### src/rtl/monitoreo_multicanal_pkg.sv
// Shared types and default thresholds for the multichannel temperature monitor.
// Temperatures are unsigned tenths of degC.
package monitoreo_pkg;

    typedef enum logic [1:0] {
        NORMAL = 2'b00,
        BAJO   = 2'b01,
        ALTO   = 2'b10,
        ALERTA = 2'b11
    } estado_t;

    typedef enum logic [1:0] {
        EN_RANGO = 2'b00,
        FRIO     = 2'b01,
        CALOR    = 2'b10
    } clasif_t;

    localparam int N_CANALES_DEF      = 4;
    localparam int W_TEMP_DEF         = 10;
    localparam int UMBRAL_BAJO_DEF    = 180;
    localparam int UMBRAL_ALTO_DEF    = 260;
    localparam int HISTERESIS_DEF     = 10;
    localparam int CICLOS_PERSIST_DEF = 5;

endpackage

### src/rtl/monitoreo_multicanal_canal.sv
// One supervised channel: classification, persistence FSM with hysteresis recovery,
// direction flag and registered heater/fan/alarm outputs.
module monitoreo_canal
    import monitoreo_pkg::*;
#(
    parameter int W_TEMP         = W_TEMP_DEF,
    parameter int UMBRAL_BAJO    = UMBRAL_BAJO_DEF,
    parameter int UMBRAL_ALTO    = UMBRAL_ALTO_DEF,
    parameter int HISTERESIS     = HISTERESIS_DEF,
    parameter int CICLOS_PERSIST = CICLOS_PERSIST_DEF
) (
    input  logic              clk,
    input  logic              arst,
    input  logic [W_TEMP-1:0] temp,
    input  logic              valida,
    input  logic              hab,
    output logic              alerta,
    output logic              calefactor,
    output logic              ventilador,
    output logic [1:0]        estado
);

    localparam int W_CNT = $clog2(CICLOS_PERSIST + 1);

    localparam logic [W_TEMP-1:0] T_BAJO       = W_TEMP'(UMBRAL_BAJO);
    localparam logic [W_TEMP-1:0] T_ALTO       = W_TEMP'(UMBRAL_ALTO);
    localparam logic [W_TEMP-1:0] T_RECUP_FRIO = W_TEMP'(UMBRAL_BAJO + HISTERESIS);
    localparam logic [W_TEMP-1:0] T_RECUP_CAL  = W_TEMP'(UMBRAL_ALTO - HISTERESIS);
    localparam logic [W_CNT-1:0]  CNT_CERO     = W_CNT'(0);
    localparam logic [W_CNT-1:0]  CNT_UNO      = W_CNT'(1);
    localparam logic [W_CNT-1:0]  CNT_MAX      = W_CNT'(CICLOS_PERSIST);
    localparam logic              PERSIST_UNO  = (CICLOS_PERSIST == 1);

    if (UMBRAL_BAJO >= 2**W_TEMP || UMBRAL_ALTO >= 2**W_TEMP ||
        HISTERESIS >= 2**W_TEMP || UMBRAL_BAJO + HISTERESIS >= 2**W_TEMP) begin : g_err_rango
        $error("monitoreo_canal: threshold does not fit in W_TEMP bits");
    end
    if (UMBRAL_BAJO + HISTERESIS >= UMBRAL_ALTO - HISTERESIS || CICLOS_PERSIST < 1) begin : g_err_param
        $error("monitoreo_canal: inconsistent hysteresis band or CICLOS_PERSIST");
    end

    estado_t            estado_r, estado_s;
    logic [W_CNT-1:0]   cnt_r, cnt_s, cnt_inc_s;
    logic               dir_calor_r, dir_calor_s;
    logic               alerta_r, calefactor_r, ventilador_r;
    clasif_t            clase_s;
    logic               recup_frio_s, recup_calor_s;

    // Classify the incoming sample against the alarm and recovery thresholds.
    always_comb begin
        clase_s = EN_RANGO;
        if (temp < T_BAJO) begin
            clase_s = FRIO;
        end else if (temp >= T_ALTO) begin
            clase_s = CALOR;
        end else begin
            clase_s = EN_RANGO;
        end
        recup_frio_s  = (temp >= T_RECUP_FRIO);
        recup_calor_s = (temp <  T_RECUP_CAL);
    end

    // Next-state, counter and direction logic for one valid sample.
    always_comb begin
        estado_s    = estado_r;
        cnt_s       = cnt_r;
        dir_calor_s = dir_calor_r;
        cnt_inc_s   = cnt_r + CNT_UNO;
        if (!hab) begin
            estado_s    = NORMAL;
            cnt_s       = CNT_CERO;
            dir_calor_s = 1'b0;
        end else if (valida) begin
            case (estado_r)
                NORMAL, BAJO, ALTO, ALERTA: begin
                    // Entering a side from elsewhere always restarts the count at 1.
                    if (clase_s == FRIO && !(estado_r == BAJO ||
                            (estado_r == ALERTA && !dir_calor_r))) begin
                        cnt_s       = CNT_UNO;
                        dir_calor_s = 1'b0;
                        estado_s    = PERSIST_UNO ? ALERTA : BAJO;
                    end else if (clase_s == CALOR && !(estado_r == ALTO ||
                            (estado_r == ALERTA && dir_calor_r))) begin
                        cnt_s       = CNT_UNO;
                        dir_calor_s = 1'b1;
                        estado_s    = PERSIST_UNO ? ALERTA : ALTO;
                    end else if (clase_s != EN_RANGO) begin
                        if (estado_r == ALERTA) begin
                            cnt_s = CNT_MAX;
                        end else begin
                            cnt_s = cnt_inc_s;
                            if (cnt_inc_s == CNT_MAX) begin
                                estado_s = ALERTA;
                            end else begin
                                estado_s = estado_r;
                            end
                        end
                    end else if ((estado_r == BAJO || (estado_r == ALERTA && !dir_calor_r))
                                 && recup_frio_s) begin
                        estado_s = NORMAL;
                        cnt_s    = CNT_CERO;
                    end else if ((estado_r == ALTO || (estado_r == ALERTA && dir_calor_r))
                                 && recup_calor_s) begin
                        estado_s = NORMAL;
                        cnt_s    = CNT_CERO;
                    end else begin
                        estado_s = estado_r;
                    end
                end
                default: begin
                    estado_s    = NORMAL;
                    cnt_s       = CNT_CERO;
                    dir_calor_s = 1'b0;
                end
            endcase
        end else begin
            estado_s = estado_r;
        end
    end

    // State, counter and output registers; outputs derive from the next state.
    always_ff @(posedge clk or posedge arst) begin
        if (arst) begin
            estado_r     <= NORMAL;
            cnt_r        <= CNT_CERO;
            dir_calor_r  <= 1'b0;
            alerta_r     <= 1'b0;
            calefactor_r <= 1'b0;
            ventilador_r <= 1'b0;
        end else begin
            estado_r     <= estado_s;
            cnt_r        <= cnt_s;
            dir_calor_r  <= dir_calor_s;
            alerta_r     <= (estado_s == ALERTA);
            calefactor_r <= (estado_s == BAJO) || (estado_s == ALERTA && !dir_calor_s);
            ventilador_r <= (estado_s == ALTO) || (estado_s == ALERTA &&  dir_calor_s);
        end
    end

    assign alerta     = alerta_r;
    assign calefactor = calefactor_r;
    assign ventilador = ventilador_r;
    assign estado     = estado_r;

endmodule

### src/rtl/monitoreo_multicanal.sv
// N-channel temperature supervisor: independent channel FSMs plus a global alarm
// summary (OR and popcount) taken directly from the registered alarms.
module monitoreo_multicanal
    import monitoreo_pkg::*;
#(
    parameter int N_CANALES      = N_CANALES_DEF,
    parameter int W_TEMP         = W_TEMP_DEF,
    parameter int UMBRAL_BAJO    = UMBRAL_BAJO_DEF,
    parameter int UMBRAL_ALTO    = UMBRAL_ALTO_DEF,
    parameter int HISTERESIS     = HISTERESIS_DEF,
    parameter int CICLOS_PERSIST = CICLOS_PERSIST_DEF
) (
    input  logic                          clk,
    input  logic                          arst,
    input  logic [N_CANALES*W_TEMP-1:0]   temp_entrada,
    input  logic [N_CANALES-1:0]          temp_valida,
    input  logic [N_CANALES-1:0]          canal_hab,
    output logic [N_CANALES-1:0]          alerta,
    output logic [N_CANALES-1:0]          calefactor,
    output logic [N_CANALES-1:0]          ventilador,
    output logic [2*N_CANALES-1:0]        estado_actual,
    output logic                          alerta_global,
    output logic [$clog2(N_CANALES+1)-1:0] num_alertas
);

    localparam int W_NUM = $clog2(N_CANALES + 1);

    for (genvar i = 0; i < N_CANALES; i++) begin : g_canal
        monitoreo_canal #(
            .W_TEMP         (W_TEMP),
            .UMBRAL_BAJO    (UMBRAL_BAJO),
            .UMBRAL_ALTO    (UMBRAL_ALTO),
            .HISTERESIS     (HISTERESIS),
            .CICLOS_PERSIST (CICLOS_PERSIST)
        ) u_canal (
            .clk        (clk),
            .arst       (arst),
            .temp       (temp_entrada[i*W_TEMP +: W_TEMP]),
            .valida     (temp_valida[i]),
            .hab        (canal_hab[i]),
            .alerta     (alerta[i]),
            .calefactor (calefactor[i]),
            .ventilador (ventilador[i]),
            .estado     (estado_actual[2*i +: 2])
        );
    end

    // Alarm summary; combinational so it tracks the registered alarms with no extra cycle.
    always_comb begin
        num_alertas = {W_NUM{1'b0}};
        for (int i = 0; i < N_CANALES; i++) begin
            num_alertas = num_alertas + W_NUM'(alerta[i]);
        end
        alerta_global = |alerta;
    end

endmodule

### config.mk
export PLATFORM = sky130hd
export DESIGN_NAME = monitoreo_multicanal
export DESIGN_NICKNAME = d
export VERILOG_FILES = /design/src/rtl/monitoreo_multicanal_pkg.sv /design/src/rtl/monitoreo_multicanal_canal.sv /design/src/rtl/monitoreo_multicanal.sv
export SDC_FILE = /design/constraint.sdc
export NUM_CORES = 1
export LEC_CHECK = 0
export ABC_CLOCK_PERIOD_IN_PS = 1520
export CAP_MARGIN = 20
export CORE_UTILIZATION = 46
export DETAILED_ROUTE_END_ITERATION = 10
export PLACE_DENSITY = 0.85
export SYNTH_ARGS = -nofsm -noshare
export SYNTH_HDL_FRONTEND = slang
export SYNTH_HIERARCHICAL = 1
export SYNTH_SLANG_ARGS = --single-unit
### constraint.sdc
create_clock -name clk -period 1.52 [get_ports clk]
set_input_delay 0.152 -clock clk [delete_from_list [all_inputs] [get_ports clk]]
set_output_delay 0.152 -clock clk [all_outputs]
set_load 0.05 [all_outputs]
Word-level counts from Yosys, hierarchy flattened --
Index checks and enable logic that the tools add are counted.
Storage, ports and cells: bits in registers 36, bits of input ports 50, output and inout bits 24, word-level logic and storage cells 276
Operators by class: add/sub/neg operators 7, $lt $le $gt $ge 16, equality and inequality tests 44, mux-type cells 104, reduce and logical (&&, ||, !) cells 81
Operators with widths (number):
- 2-to-1 mux 3 bit | 36
- 2-to-1 mux 2 bit | 48
- less-than comparator 10 x 8 -> 1 bit, second input constant | 8
- == test 2 bit, second input constant | 20
- >= comparator 10 x 8 -> 1 bit, second input constant | 4
- >= comparator 10 x 9 -> 1 bit, second input constant | 4
- logical AND 1 bit | 32
- != test 7 x 2 -> 1 bit, second input constant | 4
- == test 2 x 1 -> 1 bit, second input constant | 12
- 2-to-1 mux 1 bit | 20
- OR reduction 4 bit | 5
- logical NOT 1 bit | 16
- logical OR 1 bit | 16
- adder 3 x 1 -> 3 bit, second input constant | 4
- == test 3 bit, second input constant | 4
- logical NOT 2 bit | 4
- != test 2 bit, second input constant | 4
- AND reduction 2 bit | 4
- nonzero test 2 bit | 4
- adder 2 x 1 -> 3 bit | 1
- adder 3 x 1 -> 3 bit | 1
- adder 1 x 1 -> 2 bit | 1

Depth between registers and ports, before layout --
word-level depth 15, depth in mapped cells 8, mapped depth without buffers 8

Cells and area by module --
The synthesis kept the hierarchy.
By module, submodules not included:
- monitoreo_canal | times used 4, cells each 79, area an instance 738.2 sq um, sequential area each 225.2 sq um
- monitoreo_multicanal | times used 1, cells each 10, area an instance 85.1 sq um, sequential area each 0.0 sq um

Worst setup path before layout --
Ideal clock, no wire load.
kind register -> output, from register g_canal[0].u_canal.alerta_r, to output port num_alertas[1], data arrival time 2.045 ns, required time 1.368 ns, path slack -0.677 ns, cell stages (with the launch flop) 6, buffers on the path 0, cells stage by stage dfrtp_1 -> inv_1 -> fa_1 -> inv_1 -> ha_1 -> ha_1
Between the ends: cells in the longest elaborated chain, start to end 3
RTL lines:
- from (decl) | line monitoreo_multicanal_canal.sv:45 | logic alerta_r, calefactor_r, ventilador_r;
- from (signal assigned) | line monitoreo_multicanal_canal.sv:134 | alerta_r <= (estado_s == ALERTA);
- adder 1 x 1 -> 2 bit | line monitoreo_multicanal.sv:52 | num_alertas = num_alertas + W_NUM'(alerta[i]);
- adder 2 x 1 -> 3 bit | line monitoreo_multicanal.sv:52
- adder 3 x 1 -> 3 bit | line monitoreo_multicanal.sv:52
- to (decl) | line monitoreo_multicanal.sv:23 | output logic [$clog2(N_CANALES+1)-1:0] num_alertas
No other way between the ends.

Worst setup path after layout --
Ends and elaborated chain as after synthesis.

==> results.py <==
metrics = {
    "setup_path": {
        "crit_path_max_fanout": 2,
        "timing.rr.start": "g_canal[3].u_canal/cnt_r[1]",
        "crit_start": "g_canal[0].u_canal/alerta",
        "worstPathArrival_ns": 1.88,
        "worstSetupPathType": "flop to output port",
        "end_kind": "output port",
        "cp-start-kind": "flop",
        "required_ns": 1.37,
    },
    "die": {
        "start_util_pct": 47.84,
        "row_count": 29,
        "ioPinCount": 74,
        "die_h_um": 83.27,
        "dieWidth_um": 83.27,
        "fp.coreArea_mm2": 0.006350,
        "die_area_mm2": 0.006933,
    },
    "yosys": {
        "ys_seq_area_share_pct": 29.65,
        "synthesis.area_mm2": 0.003038,
        "yosysWarnings": 6,
        "avgSynthCellArea_um2": 9.319,
        "synthCells": 326,
        "synth-main-ff-cell": "dfrtp_1",
        "ys_ff_latch": 36,
        "synth_edf_count": 0,
        "ys_types": 42,
        "syn_nets": 388,
        "async_reset_ff_share_pct": 100.0,
    },
    "sta": {
        "hold_viol": 0,
        "rsz0062_at_grt": "true",
        "timing.fmax_ghz": 0.4917,
        "skew_ns": 0.002601,
        "period_minus_slack_ns": 2.034,
        "slew_headroom_pct": 74.83,
        "setup_tns_ns": -5.552,
        "fin_ws_ns": -0.5138,
        "finalMaxSlewViolations": 0,
        "finalCritPeriodShare_pct": 133.8,
        "finalSetupViolCount": 30,
        "tightest_slew_ns": 0.3769,
    },
    "clock_tree": {
        "clk_latency_ns": 0.29,
        "htreeDepth": 2,
        "cts_tree": "built",
        "cts_sinks": 36,
        "hold_buffers": 0,
        "clk_pin_slew_ns": 0.07,
        "root_buffer": "clkbuf_8",
        "cts_buffers": 5,
        "cts_buffer_depth": 2,
    },
    "global_route": {
        "grtUsageMet2_pct": 55.81,
        "top_usage_layer": "met2",
        "grt_start_max_net_pins": 12,
        "antenna_found_initial": 0,
        "grt_pass1_vias": 3612,
        "use_met3_pct": 4.970,
        "grt_usage_pct": 30.10,
        "met1_usage_pct": 34.24,
        "grt_pass1_wl_mm": 17.00,
        "gr-total-overflow": 0,
    },
    "drt": {
        "drc_errors": 0,
        "avgRoutedWirePerCell_um": 19.92,
        "wirelength_mm": 11.64,
        "drtIter0Drc": 176,
        "drt-pass1-iter-count": 4,
        "drt-vias-per-instance": 6.146,
        "ant_nets": 0,
        "vias": 3589,
    },
    "worst_hold_path": {
        "hold_path_class": "primary input to async pin",
    },
    "outcome": {
        "status": "complete, but fails checks",
        "failed_checks": "setup timing",
    },
    "pwr": {
        "powerDensity_mw_per_mm2": 679.9,
        "ir_worst_vdd_mv": 0.6160,
        "power.leakage_nw": 2.378,
        "p_total_mw": 3.724,
    },
    "run": {
        "maxCapViolCount": 0,
    },
    "cells_and_area": {
        "final_cell_mix": "buf_4, dfrtp_1, inv_1",
        "syn_to_final_growth_pct": 80.31,
        "layout.nets": 568,
        "fill_cells": 320,
        "diodes": 0,
        "layout_commonest_cell": "buf_4",
        "drive_gt1_share_pct": 59.96,
    },
    "placement": {
        "port_buffers": 69,
        "place_congestion": 0.9972,
        "dp_hpwl_mm": 6.962,
    },
}
what timing repair did:
| action | in CTS | in global routing |
|---|---|---|
| gates cloned | 0 | 0 |
| setup endpoints to repair | 39 | 36 |
| resized for setup | 130 | 79 |
| pin swaps | 58 | 53 |
| buffers inserted | 18 | 12 |
state kept, by name, indices dropped and copies added (netlist names):
signal / flops
g_canal.u_canal/cnt_r: 12
g_canal.u_canal/estado: 8
g_canal.u_canal/alerta: 4
g_canal.u_canal/calefactor: 4
g_canal.u_canal/dir_calor_r: 4
g_canal.u_canal/ventilador: 4
stage by stage:
| stage | std cells | hold WS, ns | setup slack [ns] | utilization [%] | area [µm²] |
|---|---|---|---|---|---|
| floorplan | 326 | -0.02028 | -0.2856 | - | 3167 |
| global route | 584 | 0.3025 | -0.5630 | 86.27 | 5478 |
| detailed placement | 546 | 0.5238 | -0.6963 | 70.86 | 4499 |
| finish | 584 | 0.2742 | -0.5138 | 86.27 | 5478 |
| CTS | 572 | 0.2597 | -0.5321 | 80.20 | 5092 |
| global placement | 546 | 0.5060 | -0.5545 | 70.86 | 4499 |
report_power, final:
group	internal (mW)	switching (mW)	total, mW
clock network	0.362	0.348	0.709
logic	0.856	1.02	1.88
registers	1.05	0.0919	1.14
total	2.26	1.46	3.72
worst paths after layout:
check,cells past startpoint,to,slack (ns)
min in group clk,6,g_canal[0].u_canal/dir_calor_r,0.59
max in group asynchronous,2,g_canal[0].u_canal/estado[0],0.94
hold / removal,2,g_canal[3].u_canal/cnt_r[2],0.27
setup reg to reg,7,g_canal[3].u_canal/alerta,-0.27
setup / recovery,6,num_alertas[1],-0.51
hold reg to reg,1,g_canal[0].u_canal/cnt_r[1],0.60
layout make-up:
type	count	area (µm²)	share of cell area, %
Clock buffer	6	82.58	1.508
Clock inverter	2	10.01	0.1827
Inverter	33	126.4	2.307
Multi-Input combinational cell	257	2790	50.94
Sequential cell	36	917.1	16.74
Tap cell	77	96.34	1.759
Timing Repair Buffer	173	1455	26.56
synth_stat cells (8+ instances only):
master     count  area share, %
o21ai_2       16            4.6
o21ai_0       12            2.0
a21oi_1       12            2.0
inv_1         33            4.1
dfrtp_1       36             30
nand2_1       32            4.0
and3_1         8            1.6
nor2_1        16            2.0
ha_1          11            4.5
nor2b_1        8            1.6
o2111ai_1     16            4.6
nand2b_1      12            2.5
per-layer routing:
layer,part of all wire [%],vias up
met1,37,1776
met5,0,-
li1,-,1600
met4,4.7,0
met2,53,162
met3,4.6,51
critical path, stage by stage, from the launching register on:
cell and delay [ns]:
dfrtp_2 0.39, inv_2 0.05, fa_1 0.54, inv_2 0.05
ha_4 0.15, ha_4 0.28, buf_12 0.13
cell families after synthesis:
kind of cell	synth area share, %
adders and majority gates	5.189
AOI/OAI and AO/OA	38.72
and+or+nand+nor	21.21
DFF	29.65
buffers and inverters	4.077
xor gates and xnor gates	1.153
No activity file was read; power rests on OpenSTA's default activity.
